[src/rtl/gbar_unit.sv]
// Global barrier unit: tracks per-barrier arrival masks for all cores and
// emits a one-cycle release pulse when the last expected core arrives.
// Ports: clk, reset_n (async, active-low); req_valid/req_id/req_size_m1/
// req_core_id/req_ready request channel; rsp_valid/rsp_id release pulse;
// err (sticky protocol error), busy (any barrier pending, registered).
// Optional: define GBAR_PERF_EN to add perf_releases and perf_wait_cycles.
module gbar_unit #(
  parameter  int NUM_BARRIERS = 16,
  parameter  int NUM_CORES    = 8,
  localparam int ID_W         = $clog2(NUM_BARRIERS),
  localparam int CORE_W       = $clog2(NUM_CORES),
  localparam int SIZE_W       = CORE_W
) (
  input  logic              clk,
  input  logic              reset_n,
  input  logic              req_valid,
  input  logic [ID_W-1:0]   req_id,
  input  logic [SIZE_W-1:0] req_size_m1,
  input  logic [CORE_W-1:0] req_core_id,
  output logic              req_ready,
  output logic              rsp_valid,
  output logic [ID_W-1:0]   rsp_id,
  output logic              err,
  output logic              busy
`ifdef GBAR_PERF_EN
  ,
  output logic [31:0]       perf_releases,
  output logic [31:0]       perf_wait_cycles
`endif
);

  localparam int CNT_W = SIZE_W + 1;

  logic [NUM_CORES-1:0]    mask_q [NUM_BARRIERS];
  logic [NUM_CORES-1:0]    mask_d [NUM_BARRIERS];
  logic [CNT_W-1:0]        cnt_q  [NUM_BARRIERS];
  logic [CNT_W-1:0]        cnt_d  [NUM_BARRIERS];
  logic [SIZE_W-1:0]       size_q [NUM_BARRIERS];
  logic [SIZE_W-1:0]       size_d [NUM_BARRIERS];
  logic [NUM_BARRIERS-1:0] active_q, active_d;
  logic                    err_q, err_d;
  logic                    busy_q, busy_d;
  logic                    rsp_valid_q, rsp_valid_d;
  logic [ID_W-1:0]         rsp_id_q, rsp_id_d;

  logic                    acc;
  logic                    bad_core;
  logic [CNT_W-1:0]        cnt_nxt;
  logic [CNT_W-1:0]        target;

  assign req_ready = reset_n;
  assign acc       = req_valid && req_ready;
  assign bad_core  = {1'b0, req_core_id} >= CNT_W'(NUM_CORES);

  // Post-update count and release threshold for the addressed slot.
  assign cnt_nxt = cnt_q[req_id] + CNT_W'(1);
  assign target  = {1'b0, size_q[req_id]} + CNT_W'(1);

  always_comb begin
    mask_d      = mask_q;
    cnt_d       = cnt_q;
    size_d      = size_q;
    active_d    = active_q;
    err_d       = err_q;
    rsp_valid_d = 1'b0;
    rsp_id_d    = rsp_id_q;
    if (acc) begin
      if (bad_core) begin
        err_d = 1'b1;
      end else if (!active_q[req_id]) begin
        size_d[req_id] = req_size_m1;
        if (req_size_m1 == '0) begin
          // Lone participant: release without arming.
          rsp_valid_d = 1'b1;
          rsp_id_d    = req_id;
        end else begin
          active_d[req_id] = 1'b1;
          mask_d[req_id]   = NUM_CORES'(1) << req_core_id;
          cnt_d[req_id]    = CNT_W'(1);
        end
      end else if (mask_q[req_id][req_core_id]) begin
        err_d = 1'b1;
      end else begin
        // A size mismatch is flagged but counted against the latched size.
        if (req_size_m1 != size_q[req_id]) err_d = 1'b1;
        if (cnt_nxt == target) begin
          mask_d[req_id]   = '0;
          cnt_d[req_id]    = '0;
          active_d[req_id] = 1'b0;
          rsp_valid_d      = 1'b1;
          rsp_id_d         = req_id;
        end else begin
          mask_d[req_id][req_core_id] = 1'b1;
          cnt_d[req_id]               = cnt_nxt;
        end
      end
    end
    busy_d = |active_d;
  end

  always_ff @(posedge clk or negedge reset_n) begin
    if (!reset_n) begin
      for (int i = 0; i < NUM_BARRIERS; i++) begin
        mask_q[i] <= '0;
        cnt_q[i]  <= '0;
        size_q[i] <= '0;
      end
      active_q    <= '0;
      err_q       <= 1'b0;
      busy_q      <= 1'b0;
      rsp_valid_q <= 1'b0;
      rsp_id_q    <= '0;
    end else begin
      mask_q      <= mask_d;
      cnt_q       <= cnt_d;
      size_q      <= size_d;
      active_q    <= active_d;
      err_q       <= err_d;
      busy_q      <= busy_d;
      rsp_valid_q <= rsp_valid_d;
      rsp_id_q    <= rsp_id_d;
    end
  end

  assign rsp_valid = rsp_valid_q;
  assign rsp_id    = rsp_id_q;
  assign err       = err_q;
  assign busy      = busy_q;

`ifdef GBAR_PERF_EN
  logic [31:0] perf_rel_q, perf_rel_d;
  logic [31:0] perf_wait_q, perf_wait_d;
  logic [31:0] act_cnt;

  always_comb begin
    act_cnt = '0;
    for (int i = 0; i < NUM_BARRIERS; i++) begin
      act_cnt = act_cnt + 32'(active_q[i]);
    end
    perf_rel_d  = perf_rel_q + 32'(rsp_valid_q);
    perf_wait_d = perf_wait_q + act_cnt;
  end

  always_ff @(posedge clk or negedge reset_n) begin
    if (!reset_n) begin
      perf_rel_q  <= '0;
      perf_wait_q <= '0;
    end else begin
      perf_rel_q  <= perf_rel_d;
      perf_wait_q <= perf_wait_d;
    end
  end

  assign perf_releases    = perf_rel_q;
  assign perf_wait_cycles = perf_wait_q;
`endif

endmodule

[config.mk]
export PLATFORM = sky130hd
export DESIGN_NAME = gbar_unit
export DESIGN_NICKNAME = d
export VERILOG_FILES = /design/src/rtl/gbar_unit.sv
export SDC_FILE = /design/constraint.sdc
export NUM_CORES = 1
export LEC_CHECK = 0
export ABC_AREA = 0
export BUFFER_PORTS_ARGS = -buffer_cell sky130_fd_sc_hd__buf_2
export CAP_MARGIN = 20
export CORE_ASPECT_RATIO = 2
export CORE_MARGIN = 10
export CORE_UTILIZATION = 60
export CTS_BUF_LIST = sky130_fd_sc_hd__clkbuf_8
export CTS_CLUSTER_SIZE = 14
export DETAILED_ROUTE_END_ITERATION = 10
export HOLD_SLACK_MARGIN = 0.08
export PLACE_DENSITY = 0.87
export SYNTH_ARGS = -nofsm -noshare
export SYNTH_HDL_FRONTEND = slang
export SYNTH_SLANG_ARGS = --single-unit
[constraint.sdc]
create_clock -name clk -period 5.1 [get_ports clk]
set_input_delay 0.51 -clock clk [delete_from_list [all_inputs] [get_ports clk]]
set_output_delay 0.51 -clock clk [all_outputs]
set_load 0.05 [all_outputs]
## Yosys cells after proc, flatten, opt, wreduce, memory -nomap -nowiden

Index checks and enable logic that the tools add are counted.

- $add $sub $neg: 2
- Magnitude comparators: 6
- Equality and inequality tests: 5
- Shifts and indexed selects: 1
- Mux-type cells: 52
- Bitwise operators: 13
- Reductions and logical operators: 12

Operators with widths:

| operator | number |
|---|---|
| two-way mux 128 bit | 4 |
| two-way mux 64 bit | 4 |
| bitwise AND 128 bit | 1 |
| bitwise mux 128 bit | 1 |
| inverter 128 bit | 1 |
| bitwise OR 128 bit | 1 |
| two-way mux 16 bit | 5 |
| bitwise AND 64 bit | 1 |
| bitwise mux 64 bit | 1 |
| demux 8 bit (select 4 bit) | 2 |
| inverter 64 bit | 1 |
| bitwise AND 48 bit | 1 |
| bitwise mux 48 bit | 1 |
| inverter 48 bit | 1 |
| binary-select mux 8 bit (select 4 bit) | 1 |
| two-way mux 8 bit | 4 |
| bitwise OR 16 bit | 2 |
| two-way mux 4 bit | 7 |
| bitwise AND 16 bit | 1 |
| binary-select mux 4 bit (select 4 bit) | 1 |
| demux 4 bit (select 4 bit) | 1 |
| inverter 16 bit | 1 |
| OR reduction 16 bit | 1 |
| binary-select mux 3 bit (select 4 bit) | 1 |
| other kinds (28) | 46 |

- Register bits after elaboration: 263
- Word-level logic and storage cells: 144

## Depth between registers and ports, before layout

Gate-level depths: netlist of run 1.

- Word-level depth: 11
- Depth in mapped cells: 19
- Depth with buffers taken out: 14

## Least setup slack after synthesis of run 1

No wires, ideal clock.

- Path kind: input to register
- From: in req_id[2]
- To: reg mask_q[80] (netlist name)
- Library setup time: 0.122 ns
- Arrival time: 4.179 ns
- Data required time: 4.978 ns
- Path slack: 0.799 ns
- Stages: 16
- Path buffers: 5
- Cells stage by stage: buf_2 buf_1 clkbuf_1 clkbuf_1 nor2_1 a21oi_1 ha_1 inv_1 or4_1 o211ai_1 xor2_1 a2111oi_4 a21oi_2 or3_1 buf_2 a32o_1

- Cells in the longest elaborated chain, start to end: 10
- Elaborated cells on any way between the ends: 35
- Classes of those cells: 2 x add/sub; 2 x order compare; 3 x eq/ne; 22 x mux; 4 x bitwise; 2 x reduce/logical

Ends and longest elaborated chain:

| item | RTL line | text |
|---|---|---|
| start: declaration | 17 | `input logic [ID_W-1:0] req_id,` |
| branches (longest 10 deep; another with adder 4 x 1 -> 4 bit) | n/a |  |
| end signal: assignment | 114 | `mask_q <= mask_d;` |
| end: declaration | 34 | `logic [NUM_CORES-1:0] mask_q [NUM_BARRIERS];` |

Parallel ways; which one is timed is not known. The select of a mux whose other input is x is not followed.
A chain may end at the register's enable or synchronous reset.

## Final worst setup path of run 1

- From: in req_id[3]
- To: reg cnt_q[21] (netlist name)

- Cells in the longest elaborated chain, start to end: 10
- Elaborated cells on any way between the ends: 34
- Classes of those cells: 2 x add/sub; 2 x order compare; 3 x eq/ne; 20 x mux; 5 x bitwise; 2 x reduce/logical

Ends and longest elaborated chain:

| item | RTL line | text |
|---|---|---|
| branches (longest 10 deep; another with adder 4 x 1 -> 4 bit) | n/a |  |
| end signal: assignment | 115 | `cnt_q <= cnt_d;` |
| end: declaration | 36 | `logic [CNT_W-1:0] cnt_q [NUM_BARRIERS];` |

Parallel ways; which one is timed is not known. The select of a mux whose other input is x is not followed.

==> qor.csv, run 1 <==
stage,metric,value,unit
worst_setup_path,worst-path-buf-inv,3,
drt,remaining_drc_errors,0,
pwr,clkPwrFrac,30.0,%
drt,route.detailed.wl_per_inst,29.8,um
drt,via_count,10800,
pwr,static_leakage,6.46,nW
timing,finalHoldViolCount,0,
clocking,cts-htree-levels,2,
grt,grt-ovfl-total,0,
placement,io_buffers,20,
placement,globalplace.congestion,1.01,
die,coreArea,22500,sq um
logic_synthesis,post-synth-top-count-cell,dfrtp_1,
timing,rsz0062_at_grt,no,
grt,first_global_vias,11200,
placement,place_worst_setup_slack,0.479,ns
worst_setup_path,timing.critical_path.slowest_stage_cell,o22ai_1,
pwr,switchingPower,2.06,mW
timing,fin_skew,0.0266,ns
final_layout,regArea,6580,sq um
logic_synthesis,synthesis.area_per_instance,11.6,sq um
die,fp.dieArea,29500,sq um
logic_synthesis,mappedNetlistNets,1185,
logic_synthesis,mappedNetlistArea,13600,sq um
timing,setup-violations-final,0,
logic_synthesis,ys_async_sr_fraction,100,%
worst_setup_path,critical-path-max-stage-delay,0.55,ns
logic_synthesis,number_of_enable_flip_flop_cells_after_synthesis,0,
worst_setup_path,timing.critical_path.cells,buf_2 > buf_4 > mux2_2 > o22ai_1 > nor3_1 > a31oi_2 > xnor2_4 > xor2_2 > a21oi_4 > buf_4 > and2_1 > mux2_2,
timing,finalWorstPathRequiredPeriod,4.20,ns
final_layout,multiInputGateArea,6480,sq um
clocking,post-cts-setup-buffers,0,
worst_setup_path,crit_path_start_kind,input pin,
pwr,power_density,408,nW/um^2
worst_setup_path,crit_fanout,75,
drt,ant_nets,0,
logic_synthesis,synth_common_cells,"dfrtp_1, nor2_1, mux2_2",
grt,grt_use_total,30.3,%
logic_synthesis,post_synth_inst_count,1170,
worst_hold_path,holdCritPathClass,input pin to asynchronous set/reset pin,
clocking,cts_repair_resize_count,0,
worst_setup_path,cp.required,5.54,ns
logic_synthesis,synth_warn,0,
worst_setup_path,path_class,input pin to register,
die,initial_utilization,60.4,%
final_layout,area_growth_syn_to_layout,8.89,%
job,max_cap_viol,0,
worst_setup_path,worst_path_dominant_cell_family,buffers and inverters,
timing,max_freq,238,MHz
logic_synthesis,netlist_cell_types,75,
die,die_x,127,um
logic_synthesis,yosys.area.top_type,dfrtp_1,
logic_synthesis,yosysTopAreaCellShare,48.3,%
logic_synthesis,yosys_register_bits,263,
timing,finalWorstSetupSlack,0.896,ns
clocking,cts-buffers-inserted,37,
clocking,clk_path_buf_depth,3,
timing,setup_tns,0,ns
pwr,intPower,3.99,mW
drt,drtPass1Iterations,6,
timing,slew_headroom,33.1,%
grt,antenna_found_initial,2,
die,ios,21,
timing,tightest_slew,1.00,ns
clocking,tritoncts_num_sinks,263,
final_layout,design.final.nets,1210,
pwr,combinationalPowerShare,24.9,%
clocking,clkLatencyLatePin,0.57,ns
clocking,tritoncts,yes,
grt,grt_pass1_wl,68400,um
logic_synthesis,postSynth.topFlopCell,dfrtp_1,
pwr,share_seq_of_total_power,45.1,%
drt,via_to_cell_ratio,7.21,
final_layout,nFillCells,1657,
clocking,clock-root-buffer,clkbuf_8,
pwr,worst_ir_drop_vdd,0.277,mV
die,die_height,233,um
timing,min_period_over_period,82.4,%
logic_synthesis,synth.area.top_cells,"dfrtp_1, mux2_2, mux4_2",
pwr,power.switching_fraction,34.1,%
worst_setup_path,arrival,4.65,ns
timing,slew_violations,0,
logic_synthesis,sequential_fraction_of_the_synthesis_area,48.3,%
grt,grt_start_max_net_pins,79,
worst_setup_path,worst_setup_path_end_kind,register,
placement,place_hpwl,31100,um
drt,iter_0_drt_violations,1557,
final_layout,layout-drive-gt1-share,23.7,%
clocking,clkTransAtPathRegs,0.08,ns
die,fp-row-count,78,
status,status,"finished, final reports clean",
drt,postRouteWirelength,44800,um
-- logic make-up after synthesis --
family,share of synthesized area (%)
AO/OA/AOI/OAI,18.2
XOR/XNOR,0.955
buffers and inverters,4.21
AND/OR/NAND/NOR,10.2
multiplexers,18.0
flip-flops,48.3
adder cells (fa/ha/maj),0.184
-- stage by stage --
stage	cells	utilization (%)	power, mW	hold slack [ns]	area [sq um]
final	1502	65.8	6.06	0.424	14800
after global routing	1502	65.8	6.27	0.460	14800
after CTS	1500	65.7	5.99	0.440	14800
after detailed placement	1434	62.1	4.21	0.412	14000
after global placement	1434	62.1	4.15	0.412	14000
after floorplan	1170	-	3.71	0.214	13600
-- cell type report --
cell class / instances / share of cell area, %
Clock inverter: 16 / 0.869
Tap cell: 280 / 2.36
Antenna cell: 1 / 0.0169
Inverter: 9 / 0.228
Clock buffer: 49 / 4.55
Sequential cell: 263 / 44.4
Multi-Input combinational cell: 804 / 43.7
Timing Repair Buffer: 80 / 3.92
-- placed cells by master, fill, tap and decap left out, types with 32 or more instances in the layout --
cell type  instances
a22o_1            32
nand2_1           61
mux2i_1           62
a32o_1            33
nor2_1           134
clkbuf_8          49
o32a_1            68
a21oi_1           50
buf_4             58
mux4_2            39
mux2_2            80
dfrtp_1          263
-- flip-flops by register name, indices dropped and copies added (netlist names) --
register and cells:
err 1, active_q 16, rsp_id 4, busy 1, rsp_valid 1, cnt_q 64, size_q 48, mask_q 128
-- path summary, 6_finish.rpt --
kind                             endpoint  cells past startpoint  slack [ns]  startpoint
worst max-delay path            cnt_q[21]                     12        0.90   req_id[3]
min in group clk                cnt_q[13]                      2        0.48   cnt_q[13]
worst min register to register  cnt_q[13]                      2        0.48   cnt_q[13]
max in group asynchronous       rsp_valid                      3        3.35     reset_n
worst max register to register  cnt_q[21]                     13        0.97    cnt_q[0]
worst min-delay path            cnt_q[60]                      2        0.42     reset_n
-- power by group through the flow --
stage / Clock (mW) / Combinational, mW / Sequential, mW
floorplan: 0 / 1.03 / 2.68
global placement: 0 / 1.42 / 2.73
detailed placement: 0 / 1.46 / 2.74
CTS: 1.81 / 1.47 / 2.71
global route: 1.91 / 1.60 / 2.76
finish: 1.81 / 1.51 / 2.73
-- worst register-to-register path, cell delays in order, from the launching register on --
cell       delay (ns)
dfrtp_1          0.56
mux4_2           0.33
mux2i_1          0.11
a21oi_1          0.25
ha_1             0.22
inv_1            0.06
or4_1            0.50
o211ai_1         0.14
xor2_1           0.33
a2111oi_4        0.10
a21oi_4          0.27
buf_4            0.66
and2_1           0.37
mux2_2           0.17
-- layer usage --
metal / vias to the layer above / track usage (%) / part of all wire, %
met2: 644 / 53.6 / 52
met5: - / 0 / 0
met3: 257 / 5.04 / 6.9
met1: 5411 / 31.0 / 31
met4: 0 / 23.3 / 9.1
li1: 4513 / - / -
-- timing repair --
| action | 4_1_cts | 5_1_grt |
|---|---|---|
| hold endpoints to repair | 36 | 0 |
| hold buffers | 1 | 0 |
| endpoints found under the setup margin | 0 | 0 |
Note: power is estimated with default switching activity, not from simulation.
==> run 2: changes to the inputs <==
--- a/config.mk
+++ b/config.mk
@@ -10,12 +10,12 @@
 export CAP_MARGIN = 20
 export CORE_ASPECT_RATIO = 2
 export CORE_MARGIN = 10
-export CORE_UTILIZATION = 60
+export CORE_UTILIZATION = 59
 export CTS_BUF_LIST = sky130_fd_sc_hd__clkbuf_8
 export CTS_CLUSTER_SIZE = 14
 export DETAILED_ROUTE_END_ITERATION = 10
 export HOLD_SLACK_MARGIN = 0.08
-export PLACE_DENSITY = 0.87
+export PLACE_DENSITY = 0.89
 export SYNTH_ARGS = -nofsm -noshare
 export SYNTH_HDL_FRONTEND = slang
 export SYNTH_SLANG_ARGS = --single-unit
==> constraint.sdc (replaced) <==
create_clock -name clk -period 3.75 [get_ports clk]
set_input_delay 0.375 -clock clk [delete_from_list [all_inputs] [get_ports clk]]
set_output_delay 0.375 -clock clk [all_outputs]
set_load 0.05 [all_outputs]
==> run 2 against run 1 <==
  * Cell count up 7.4%
  * Critical path type is now register to register
  * Die area grew 1.5%
  * Cell area up 7.7%
  * Clock skew grew 0.021 ns
  * Hold slack worse by 0.21 ns
  * Sequential cell count unchanged
  * Highest routed layer is now met5
==> qor.csv, run 2 (synthesized netlist as in run 1, its figures left out) <==
stage,metric,value,unit,change
final_layout,largest_registers,"mask_q x128, cnt_q x64, size_q x48",,
final_layout,post-route-cell-area,16000,sq um,+7.7%
die,fp.dieArea,29900,sq um,+1.5%
worst_setup_path,arrival,4.07,ns,-0.58 ns
pwr,power_density,547,nW/um^2,+34%
pwr,worst_ir_drop_vdd,0.381,mV,+38%
die,coreArea,22700,sq um,+0.87%
drt,met2_routed_wl,23500,um,+0.13%
grt,grt_pass1_wl,70200,um,+2.7%
worst_setup_path,path_class,register to register,,
drt,routed-wl-met3,3050,um,-2.0%
drt,route.detailed.wl_per_inst,28.4,um,-4.9%
final_layout,finish.utilization,70.3,%,+4.5 points
clocking,clock-root-buffer,clkbuf_8,,
placement,place_hpwl,32900,um,+5.9%
worst_hold_path,holdCritPathClass,input pin to asynchronous set/reset pin,,
clocking,tritoncts_num_sinks,263,,unchanged
clocking,cts-buffers-inserted,39,,+5.4%
final_layout,final-instance-count-excl-fill,1613,,+7.4%
clocking,clkLatencyLatePin,0.59,ns,+0.02 ns
placement,placedInstanceArea,15000,sq um,+7.1%
timing,fin_skew,0.0477,ns,+0.0211 ns
final_layout,layout-drive-gt1-share,31.0,%,+7.3 points
clocking,tritoncts,yes,,
timing,rsz0062_at_grt,yes,,
worst_setup_path,timing.rr.start,size_q[34],,
worst_setup_path,crit_path_start_kind,register,,
pwr,static_leakage,7.08,nW,+9.6%
timing,setup_tns,0,ns,unchanged
drt,via_to_cell_ratio,7.04,,-2.3%
die,die_x,127,um,+0.71%
drt,top_signal_layer_used,met5,,
timing,finalWorstSetupSlack,0.114,ns,-0.782 ns
grt,grt_start_max_net_pins,76,,-3.8%
status,status,"finished, final reports clean",,
grt,first_global_vias,11900,,+5.4%
final_layout,largest_register_ffs,128,,unchanged
die,ios,21,,unchanged
timing,slew_headroom,36.1,%,+3.0 points
die,initial_utilization,59.9,%,-0.52 points
final_layout,nFillCells,1580,,-4.6%
final_layout,final_common_cell,dfrtp_1,,
worst_setup_path,crit_fanout,8,,-89%
timing,finalWorstPathRequiredPeriod,3.64,ns,
drt,ant_nets,0,,unchanged
timing,tightest_slew,0.959,ns,-0.0448 ns
final_layout,design.final.nets,1320,,+9.1%
worst_setup_path,worst_setup_path_end_kind,register,,
placement,globalplace.congestion,1.02,,+1.1%
worst_setup_path,cp.required,4.18,ns,-1.36 ns
worst_setup_path,rr_worst_depth,11,,-2
drt,drtPass1Iterations,6,,unchanged
timing,setup-violations-final,0,,unchanged
worst_setup_path,worst-r2r-setup-slack,0.11,ns,-0.86 ns
timing,min_period_over_period,96.9,%,
grt,antenna_found_initial,1,,-1
grt,grt-ovfl-total,0,,unchanged
drt,remaining_drc_errors,0,,unchanged
final_layout,area_growth_syn_to_layout,17.3,%,
final_layout,multiInputGateArea,6530,sq um,+0.75%
final_layout,regArea,6580,sq um,about the same
placement,number_of_cells_after_detailed_placement,1541,,+7.5%
clocking,cts-htree-levels,2,,unchanged
drt,iter_0_drt_violations,1230,,-21%
die,die_height,235,um,+0.77%
timing,max_freq,275,MHz,
job,max_cap_viol,0,,unchanged
clocking,clk_path_buf_depth,3,,unchanged
final_layout,mostFrequentLayoutCells,"dfrtp_1, buf_4, nor2_1",,
die,fp-row-count,78,,unchanged
worst_setup_path,regToRegEndpoint,mask_q[86],,
timing,slew_violations,0,,unchanged
placement,place_worst_setup_slack,-0.186,ns,-0.665 ns
drt,postRouteWirelength,45700,um,+2.1%
placement,io_buffers,20,,unchanged
drt,via_count,11400,,+4.9%
grt,grt_use_total,30.8,%,+0.46 points
timing,finalHoldViolCount,0,,unchanged
drt,wirelength_met1,14200,um,+0.59%
final_layout,regMostFlops,mask_q,,
clocking,clkTransAtPathRegs,0.08,ns,about the same
==> run 2: final cells by class <==
cell class,instances,share of cell area (%)
multi-input cells,804,40.9
clock buffers,52,4.48
clock inverters,16,1.19
well taps,280,2.19
flip-flops and latches,263,41.2
diodes,1,0.0157
inverters,9,0.211
repair buffers,188,9.84
==> run 2: worst max-delay path, cell delays in order (launching register included) <==
cell	delay, ns
dfrtp_1	0.40
mux4_2	0.48
mux4_2	0.48
ha_2	0.23
a211o_1	0.23
o2111ai_1	0.14
xor2_1	0.13
buf_4	0.16
a2111oi_4	0.32
a21oi_4	0.17
or3_1	0.49
a32o_1	0.29
==> run 2: per-layer routing <==
metal  up-vias  global-route usage (%)
met5         -                       0
met4         2                    27.6
met3       308                    6.33
met2       714                    51.9
met1      5584                    30.7
li1       4746                       -
==> run 2: power by group <==
part,total [mW],switching (mW),internal (mW)
clock network,2.71,1.18,1.52
logic,2.34,1.31,1.03
registers,3.69,0.373,3.32
total,8.74,2.87,5.87
==> run 2: how the worst max path moves through the flow <==
stage,from,endpoint,slack [ns],cells after the start
floorplan,req_id[3],mask_q[100],-0.02,19
detailed placement,req_id[0],cnt_q[21],-0.19,17
CTS,size_q[25],mask_q[86],0.16,11
global route,size_q[28],mask_q[86],-0.004,11
finish,size_q[34],mask_q[86],0.11,11
global placement,req_id[0],cnt_q[21],-0.13,13
==> run 2: metrics by stage <==
stage,hold slack [ns],power [mW]
floorplan,0.0794,5.05
global placement,0.201,5.88
detailed placement,0.201,5.96
CTS,0.211,8.64
global route,0.231,9.03
finish,0.217,8.74
==> run 2: timing repair <==
| item | CTS | global route |
|---|---|---|
| setup endpoints to repair | 0 | 108 |
| hold endpoints to repair | 57 | 0 |
| hold buffers | 1 | 0 |
| setup buffers | 0 | 1 |
| resized for setup | 0 | 9 |
